**src/rtl/clk_div_bank.sv**
```systemverilog
// Multi-channel programmable clock divider: per-channel divided clock, tick strobe and
// run status, with divisor changes deferred to period boundaries and a global phase sync.
module clk_div_bank #(
    parameter int NUM_CH  = 3,
    parameter int DIV_W   = 8,
    parameter int DEF_DIV = 4
) (
    input  logic                    clk_in,
    input  logic                    rst,
    input  logic [NUM_CH*DIV_W-1:0] div_i,
    input  logic [NUM_CH-1:0]       div_load,
    input  logic [NUM_CH-1:0]       ch_en,
    input  logic                    sync,
    output logic [NUM_CH-1:0]       clk_o,
    output logic [NUM_CH-1:0]       tick_o,
    output logic [NUM_CH-1:0]       active_o
);

    function automatic logic [DIV_W-1:0] eff_div(input logic [DIV_W-1:0] d);
        return (d < DIV_W'(2)) ? DIV_W'(2) : d;
    endfunction

    for (genvar g = 0; g < NUM_CH; g++) begin : gen_ch
        logic [DIV_W-1:0] cnt_q, cur_q, pend_q;
        logic             pvld_q, run_q;
        logic             clk_q, tick_q, act_q;

        logic [DIV_W-1:0] cnt_d, cur_d, pend_d;
        logic             pvld_d, run_d;
        logic [DIV_W-1:0] slice, cur_apply, d_now, d_next;
        logic [DIV_W:0]   half_next;
        logic             wrap;

        assign slice = div_i[g*DIV_W +: DIV_W];

        always_comb begin
            cnt_d     = cnt_q;
            cur_d     = cur_q;
            pend_d    = pend_q;
            pvld_d    = pvld_q;
            run_d     = run_q;
            d_now     = eff_div(cur_q);
            wrap      = run_q && (cnt_q == d_now - DIV_W'(1));
            cur_apply = pvld_q ? pend_q : cur_q;

            if (sync && ch_en[g]) begin
                // a load coinciding with sync is consumed directly by the realignment
                run_d  = 1'b1;
                cnt_d  = '0;
                cur_d  = div_load[g] ? slice : cur_apply;
                pvld_d = 1'b0;
                if (div_load[g])
                    pend_d = slice;
            end else begin
                if (!run_q || wrap) begin
                    cur_d  = cur_apply;
                    pvld_d = 1'b0;
                    cnt_d  = '0;
                    run_d  = ch_en[g];
                end else begin
                    cnt_d = cnt_q + DIV_W'(1);
                end
                if (div_load[g]) begin
                    pend_d = slice;
                    pvld_d = 1'b1;
                end
            end

            d_next    = eff_div(cur_d);
            half_next = ({1'b0, d_next} + (DIV_W+1)'(1)) >> 1;
        end

        // outputs are computed from next state so they leave the bank straight from flops
        always_ff @(posedge clk_in or posedge rst) begin
            if (rst) begin
                cnt_q  <= '0;
                cur_q  <= DIV_W'(DEF_DIV);
                pend_q <= DIV_W'(DEF_DIV);
                pvld_q <= 1'b0;
                run_q  <= 1'b0;
                clk_q  <= 1'b0;
                tick_q <= 1'b0;
                act_q  <= 1'b0;
            end else begin
                cnt_q  <= cnt_d;
                cur_q  <= cur_d;
                pend_q <= pend_d;
                pvld_q <= pvld_d;
                run_q  <= run_d;
                clk_q  <= run_d && ({1'b0, cnt_d} < half_next);
                tick_q <= run_d && (cnt_d == '0);
                act_q  <= run_d;
            end
        end

        assign clk_o[g]    = clk_q;
        assign tick_o[g]   = tick_q;
        assign active_o[g] = act_q;
    end

endmodule
```
**config.mk**
```make
export PLATFORM = sky130hd
export DESIGN_NAME = clk_div_bank
export DESIGN_NICKNAME = d
export VERILOG_FILES = /design/src/rtl/clk_div_bank.sv
export SDC_FILE = /design/constraint.sdc
export NUM_CORES = 1
export LEC_CHECK = 0
export ABC_AREA = 1
export CORE_ASPECT_RATIO = 1.5
export CORE_MARGIN = 2
export CORE_UTILIZATION = 40
export CTS_CLUSTER_SIZE = 10
export DETAILED_ROUTE_END_ITERATION = 12
export HOLD_SLACK_MARGIN = 0.12
export PLACE_DENSITY = 0.66
export SETUP_SLACK_MARGIN = 0.15
export SLEW_MARGIN = 30
export SYNTH_ARGS = -nofsm -noshare
export SYNTH_HDL_FRONTEND = slang
export SYNTH_SLANG_ARGS = --single-unit
```
**constraint.sdc**
```tcl
create_clock -name clk_in -period 9.67 [get_ports clk_in]
set_input_delay 1.4505 -clock clk_in [delete_from_list [all_inputs] [get_ports clk_in]]
set_output_delay 1.4505 -clock clk_in [all_outputs]
set_load 0.01 [all_outputs]
```
==> impl_results.md, run 1 <==
- CP max FO: 14
- Simple-gate portion of the synthesized area: 33.55%
- Initial antenna violation count: 0
- PD cells: 233.2 nW/µm²
- Setup TNS: 0 ns
- Synth Area in Adders: 5.974%
- Largest family of logic cells by synthesized area: simple AND/OR/NAND/NOR gates
- Buffer count from post-CTS setup fixing: 0
- Hold Buf Count CTS: 0
- # setup viols final: 0
- Antenna-violating nets left: 0
- Num rows: 56
- Worst Reg-to-Reg Cells: 31
- Top_reg_cell synth: dfrtp_1
- CP Cell Sequence: clkdlybuf4s50_1 > nand2_1 > inv_1 > nand2_1 > o21ai_0 > nand3_1 > o21ai_1 > ha_1 > nand2_1 > nor2_2 > nand2_1 > nand2_1 > nand2_1 > ha_1 > a21oi_1 > o211ai_1 > a21oi_1
- Final net count: 981
- Dpl ws: 4.828 ns
- Required @ worst endpoint: 9.93 ns
- Worst setup SP type: input pin
- Die area: 16750 µm²
- Relative slew slack: 51.18%
- Peak VDD IR: 0.08185 mV
- WP data arrival: 4.75 ns
- Final Instance Area: 7092 µm²
- TritonCTS clock tree: yes
- DRT Pass-1 Iters: 6
- Hold Vio Cnt, Final: 0
- Synth top area share: 31.06%
- Synthesized area: 6284 µm²
- Critical path depth: 17
- Post-Synth XOR/XNOR Area: 6.551%
- Largest net degree at the start of global routing: 51
- Overall Global Routing Usage: 19.19%
- Setup ws final: 5.187 ns
- HP Class: reg -> reg
- Via density per instance: 4.916
- CP max-delay cell: clkdlybuf4s50_1
- Post-synth EDFFs: 0
- Worst clock skew: 0.01153 ns
- Async set-or-reset flop fraction in the synthesized netlist: 100.0%
- Commonest non-fill, non-tap cell in the layout: nand2_1
- Vias in the first global route: 5371
- CTS sink cnt: 84
- Crit path kind: in -> reg
- Detailed-route wire length: 14.99 mm
- Area Growth Syn to Fin: 12.86%
- Syn nets: 957
- Fmax: 0.2230 GHz
- Crit end category: flop
- Tmin final: 4.483 ns
- Post-DP HPWL: 11.82 mm
- I/O pin cnt: 42
- Leak pwr: 0.003616 µW
- Mean Syn Cell Area: 7.029 µm²
- Most frequent cells in the layout: nand2_1 (251), inv_1 (114), dfrtp_1 (78)
- Share of cells above drive strength 1: 9.859%
- Tightest Pin Transition: 0.7299 ns
- Yosys cell types: 43
- MaxCap Viol Count: 0
- Final Cycle Share: 46.36%
- DR WL/cell: 13.31 µm
- Clock root buffer: clkbuf_16
- Clock latency on the worst-skew pair: 0.34 ns
- Global-route wire length before repair: 25.74 mm
- Cell taking the most area after synthesis: dfrtp_1
- YS warnings: 0
- Cells after Synth: 894
- Area contributors post-synth: dfrtp_1 (31%), nand2_1 (15%), inv_1 (6.9%)
- RSZ-0062 raised after global routing: no
- # diodes: 0
- Number of H-tree levels: 3
- CP most frequent cell: nand2_1
- Max Slew Vio Count: 0
- Via Count: 5535
- Placed Area: 6789 µm²
- Clk buf depth: 2
- DRC: 0
- Starting Density: 40.58%
- Total gr overflow: 0
- Seq cells post-synth: 84
- Die Y: 157.5 µm
- Clk slew on worst S/H paths: 0.06 ns
- WHS Path Cells: 2
- Gpl congestion: 0.9228
- Mux contribution to synthesized area: 0%
- Post-synthesis compound-gate area fraction: 10.10%
- Status: finished, final reports clean
- Post-synthesis sequential area ratio: 33.57%
- Input/output buffers: 41
- Worst path buffer plus inverter count: 2
- Final core occ: 45.80%
- Iter 0 DRT Violations: 247
- Max stage delay on crit path: 0.59 ns
- Chip width: 106.3 µm
- Worst path top cell family by delay: simple AND/OR/NAND/NOR gates
- Cts bufs inserted: 9
- CORE AREA: 15480 µm²
- Post-CTS Resized: 0
flip-flops by register name (all words and copies together), names as in the netlist:
register	flops
gen_ch.act_q	3
gen_ch.tick_q	3
gen_ch.clk_q	3
gen_ch.cur_q	24
gen_ch.pvld_q	3
gen_ch.cnt_q	24
gen_ch.pend_q	24
power by group:
group          internal (µW)  switching, µW
Combinational            303            467
Sequential               431           99.5
Clock                    208            145
Total                    942            711
layout make-up:
class,count,area [µm²]
well taps,203,254.0
fillers,1601,8393
clock buffers,11,242.7
repair buffers,42,417.9
inverters,127,478.0
flip-flops and latches,84,2110
multi-input cells,654,3530
clock inverters,5,60.06
metal layers:
layer / up-vias / track usage [%] / routed length (µm)
li1: 2861 / - / -
met1: 2582 / 21.43 / 6143
met2: 70 / 36.97 / 8237
met3: 22 / 2.360 / 282
met4: 0 / 6.642 / 325
met5: - / 0 / 0
cell usage after synthesis, types with 3 or more instances:
library cell and count:
o21a_1 4, buf_4 9, o21bai_1 3, xnor2_1 12, buf_6 3, clkbuf_1 13
dfrtp_1 78, o21bai_4 3, nand4_1 16, nand3b_1 6, nand2_2 12, nor3_1 5
nand2_1 251, a31oi_1 3, o21ai_0 60, nand2_4 3, nor3_2 3, inv_2 12
inv_1 115, ha_1 30, nor2_1 75, or2_2 14, dfstp_2 6, nand3_1 61
xor2_1 35, o211ai_1 3, nor2_4 3, nor2_2 11, a21oi_1 23, o21ai_1 5
path summary, 6_finish.rpt:
kind	from	slack (ns)	end
min reg2reg	gen_ch[0].pend_q[5]$_DFFE_PP0P_	0.47	gen_ch[0].pend_q[5]$_DFFE_PP0P_
max	ch_en[2]	5.19	gen_ch[2].clk_q$_DFF_PP0_
max in group asynchronous	rst	7.11	gen_ch[2].cur_q[3]$_DFF_PP0_
min	gen_ch[0].pend_q[5]$_DFFE_PP0P_	0.47	gen_ch[0].pend_q[5]$_DFFE_PP0P_
min in group asynchronous	rst	1.50	gen_ch[1].cur_q[7]$_DFF_PP0_
max reg2reg	gen_ch[1].cur_q[2]$_DFF_PP1_	5.36	gen_ch[1].clk_q$_DFF_PP0_
cells by family after synthesis:
kind of cell	after synthesis
DFF	84
buffers and inverters	156
adders and majority gates	30
xor gates and xnor gates	47
AOI/OAI and AO/OA	108
and+or+nand+nor	469
metrics by stage:
stage | cells | power [µW] | hold WS [ns]
after detailed placement | 1110 | 1312 | 0.4615
after global routing | 1126 | 1811 | 0.5099
after global placement | 1110 | 1298 | 0.4621
after floorplan | 894 | 1124 | 0.4422
final | 1126 | 1654 | 0.4728
after CTS | 1126 | 1670 | 0.4759
worst min-delay path, cell delays in order, from the launching register on:
cell     delay [ns]
dfrtp_1        0.34
nand2_1        0.05
nand2_1        0.05
Power figures use the tool's default switching activity.
==> run 2: changes to the inputs <==
Settings changed: PLACE_DENSITY 0.66 to 0.68.
Clock period 9.67 ns to 3.83 ns, I/O delays scaled along.
==> impl_results.md, run 2 (same netlist as run 1, synthesis figures left out) <==
- Iter 0 DRT Violations: 262 (+6.1%)
- Num rows: 56 (unchanged)
- Cts bufs inserted: 9 (unchanged)
- Peak VDD IR: 0.2639 mV (+220%)
- Starting Density: 40.58% (unchanged)
- Largest registers: gen_ch.cnt_q (24), gen_ch.cur_q (24), gen_ch.pend_q (24)
- CP max-delay cell: dfstp_2
- MaxCap Viol Count: 0 (unchanged)
- DR WL/cell: 14.02 µm (+5.3%)
- Area Growth Syn to Fin: 32.76%
- Clock root buffer: clkbuf_16
- Gr busiest metal: met2
- Input/output buffers: 41 (unchanged)
- # setup viols final: 3 (+3)
- Fmax: 0.2487 GHz
- Total gr overflow: 0 (unchanged)
- TritonCTS clock tree: yes
- Multi-input gate area: 3941 µm² (+12%)
- Hold Vio Cnt, Final: 0 (unchanged)
- Via Count: 6114 (+10%)
- Failing checks: negative setup slack
- Final Cycle Share: 105.0%
- Met1 Usage GRT: 21.03% (-0.41 points)
- Share of cells above drive strength 1: 26.02% (+16 points)
- CORE AREA: 15480 µm² (unchanged)
- Required @ worst endpoint: 4.04 ns (-5.89 ns)
- Final Instance Area: 8342 µm² (+18%)
- Worst setup SP type: flop
- Clk slew on worst S/H paths: 0.06 ns (about the same)
- Largest net degree at the start of global routing: 49 (-3.9%)
- Most frequent cells in the layout: nand2_1 (233), inv_1 (109), buf_4 (97)
- Die Y: 157.5 µm (unchanged)
- PD cells: 612.4 nW/µm² (+160%)
- Tmin final: 4.020 ns
- HP Class: reg -> reg
- Final net count: 1084 (+10%)
- Hold Buf Count CTS: 0 (unchanged)
- WP data arrival: 4.23 ns (-0.52 ns)
- Clock latency on the worst-skew pair: 0.34 ns (about the same)
- Relative slew slack: 55.97% (+4.8 points)
- Initial antenna violation count: 0 (unchanged)
- Post-DP HPWL: 12.59 mm (+6.4%)
- Vias in the first global route: 6136 (+14%)
- Crit path kind: reg -> reg
- Placed Area: 7360 µm² (+8.4%)
- Overall Global Routing Usage: 20.58% (+1.4 points)
- Detailed-route wire length: 17.23 mm (+15%)
- Via density per instance: 4.975 (+1.2%)
- Max Slew Vio Count: 0 (unchanged)
- Fillers: 1439 (-10%)
- Total power: 5108 µW (+210%)
- R2R Setup Slk: -0.19 ns (-5.55 ns)
- DRC: 0 (unchanged)
- Crit end category: flop
- I/O pin cnt: 42 (unchanged)
- Gpl congestion: 0.9700 (+5.1%)
- Number of H-tree levels: 3 (unchanged)
- Status: finished, violations left
- Clk buf depth: 2 (unchanged)
- Worst clock skew: 0.007551 ns (-0.003983 ns)
- RSZ-0062 raised after global routing: yes
- Setup ws final: -0.1902 ns (-5.377 ns)
- Leak pwr: 0.004254 µW (+18%)
- Die area: 16750 µm² (unchanged)
- DRT Pass-1 Iters: 5 (-1)
- M3 GR Usage: 2.692% (+0.33 points)
- Commonest non-fill, non-tap cell in the layout: nand2_1
- GRT met2 Usage: 39.99% (+3.0 points)
- Global-route wire length before repair: 27.60 mm (+7.2%)
- Tightest Pin Transition: 0.6596 ns (-0.07033 ns)
- Chip width: 106.3 µm (unchanged)
- CP max FO: 7 (-7)
- CTS sink cnt: 84 (unchanged)
- Antenna-violating nets left: 0 (unchanged)
- # diodes: 0 (unchanged)
- Max stage delay on crit path: 0.59 ns (about the same)
- CP most frequent cell: nand2_1
- Reg area: 2111 µm² (about the same)
[run 2: cell count changes in the layout (fill, tap and decap cells not counted), sizes merged]
cell and change:
clkinvlp -1, clkbuf +1, clkinv -1, inv -1, buf +101, nand2 +2
bufinv +2
[run 2: layout make-up]
cell class / instances / area share [%]
multi-input combinational: 656 / 47.25
sequential: 84 / 25.30
timing repair buffer: 143 / 14.43
inverter: 127 / 5.760
clock buffer: 12 / 3.075
tap: 203 / 3.045
clock inverter: 4 / 1.140
[run 2: path summary, 6_finish.rpt]
| kind | from | cells past startpoint | to |
|---|---|---|---|
| min reg2reg | gen_ch[1].pend_q[7]$_DFFE_PP0P_ | 2 | gen_ch[1].pend_q[7]$_DFFE_PP0P_ |
| max in group asynchronous | rst | 3 | gen_ch[2].pend_q[2]$_DFFE_PP1P_ |
| max | gen_ch[0].cur_q[2]$_DFF_PP1_ | 29 | gen_ch[0].clk_q$_DFF_PP0_ |
| min in group asynchronous | rst | 2 | gen_ch[1].pend_q[7]$_DFFE_PP0P_ |
| max reg2reg | gen_ch[0].cur_q[2]$_DFF_PP1_ | 29 | gen_ch[0].clk_q$_DFF_PP0_ |
| min | gen_ch[1].pend_q[7]$_DFFE_PP0P_ | 2 | gen_ch[1].pend_q[7]$_DFFE_PP0P_ |
[run 2: timing repair]
action | 4_1_cts | 5_1_grt
setup endpoints to repair | 3 | 3
gates resized for setup | 46 | 58
setup buffers | 18 | 9
cloned | 2 | 0
pin swaps | 36 | 57
[run 2: per-layer routing]
metal,up-vias,part of all wire [%]
li1,3082,-
met2,141,55
met3,64,2.7
met5,-,0
met1,2827,37
met4,0,5.0
[run 2: critical path: cells and delay by family, from the launching register on]
kind            cells  cell delay [ns]
compound gates      6             0.81
fa+ha+maj           3             0.69
flops               1             0.59
simple gates       16             1.41
xor+xnor            1             0.13
buf+inv             3             0.29
[run 2: power by group]
part           switching [µW]  internal, µW
Sequential                219          1090
Clock                     348           672
Combinational            1530          1250
[run 2: per-stage QoR]
stage / std cells / utilization (%) / hold slack [ns] / setup TNS [ns] / setup WS [ns]
after floorplan: 894 / - / 0.4422 / 0 / 0.1553
after global placement: 1184 / 47.53 / 0.4570 / -0.3580 / -0.2076
after detailed placement: 1184 / 47.53 / 0.4716 / -0.5889 / -0.2821
after CTS: 1220 / 51.84 / 0.4866 / -0.2338 / -0.1307
after global routing: 1229 / 53.87 / 0.4970 / -1.210 / -0.5177
final: 1229 / 53.87 / 0.4801 / -0.3711 / -0.1902
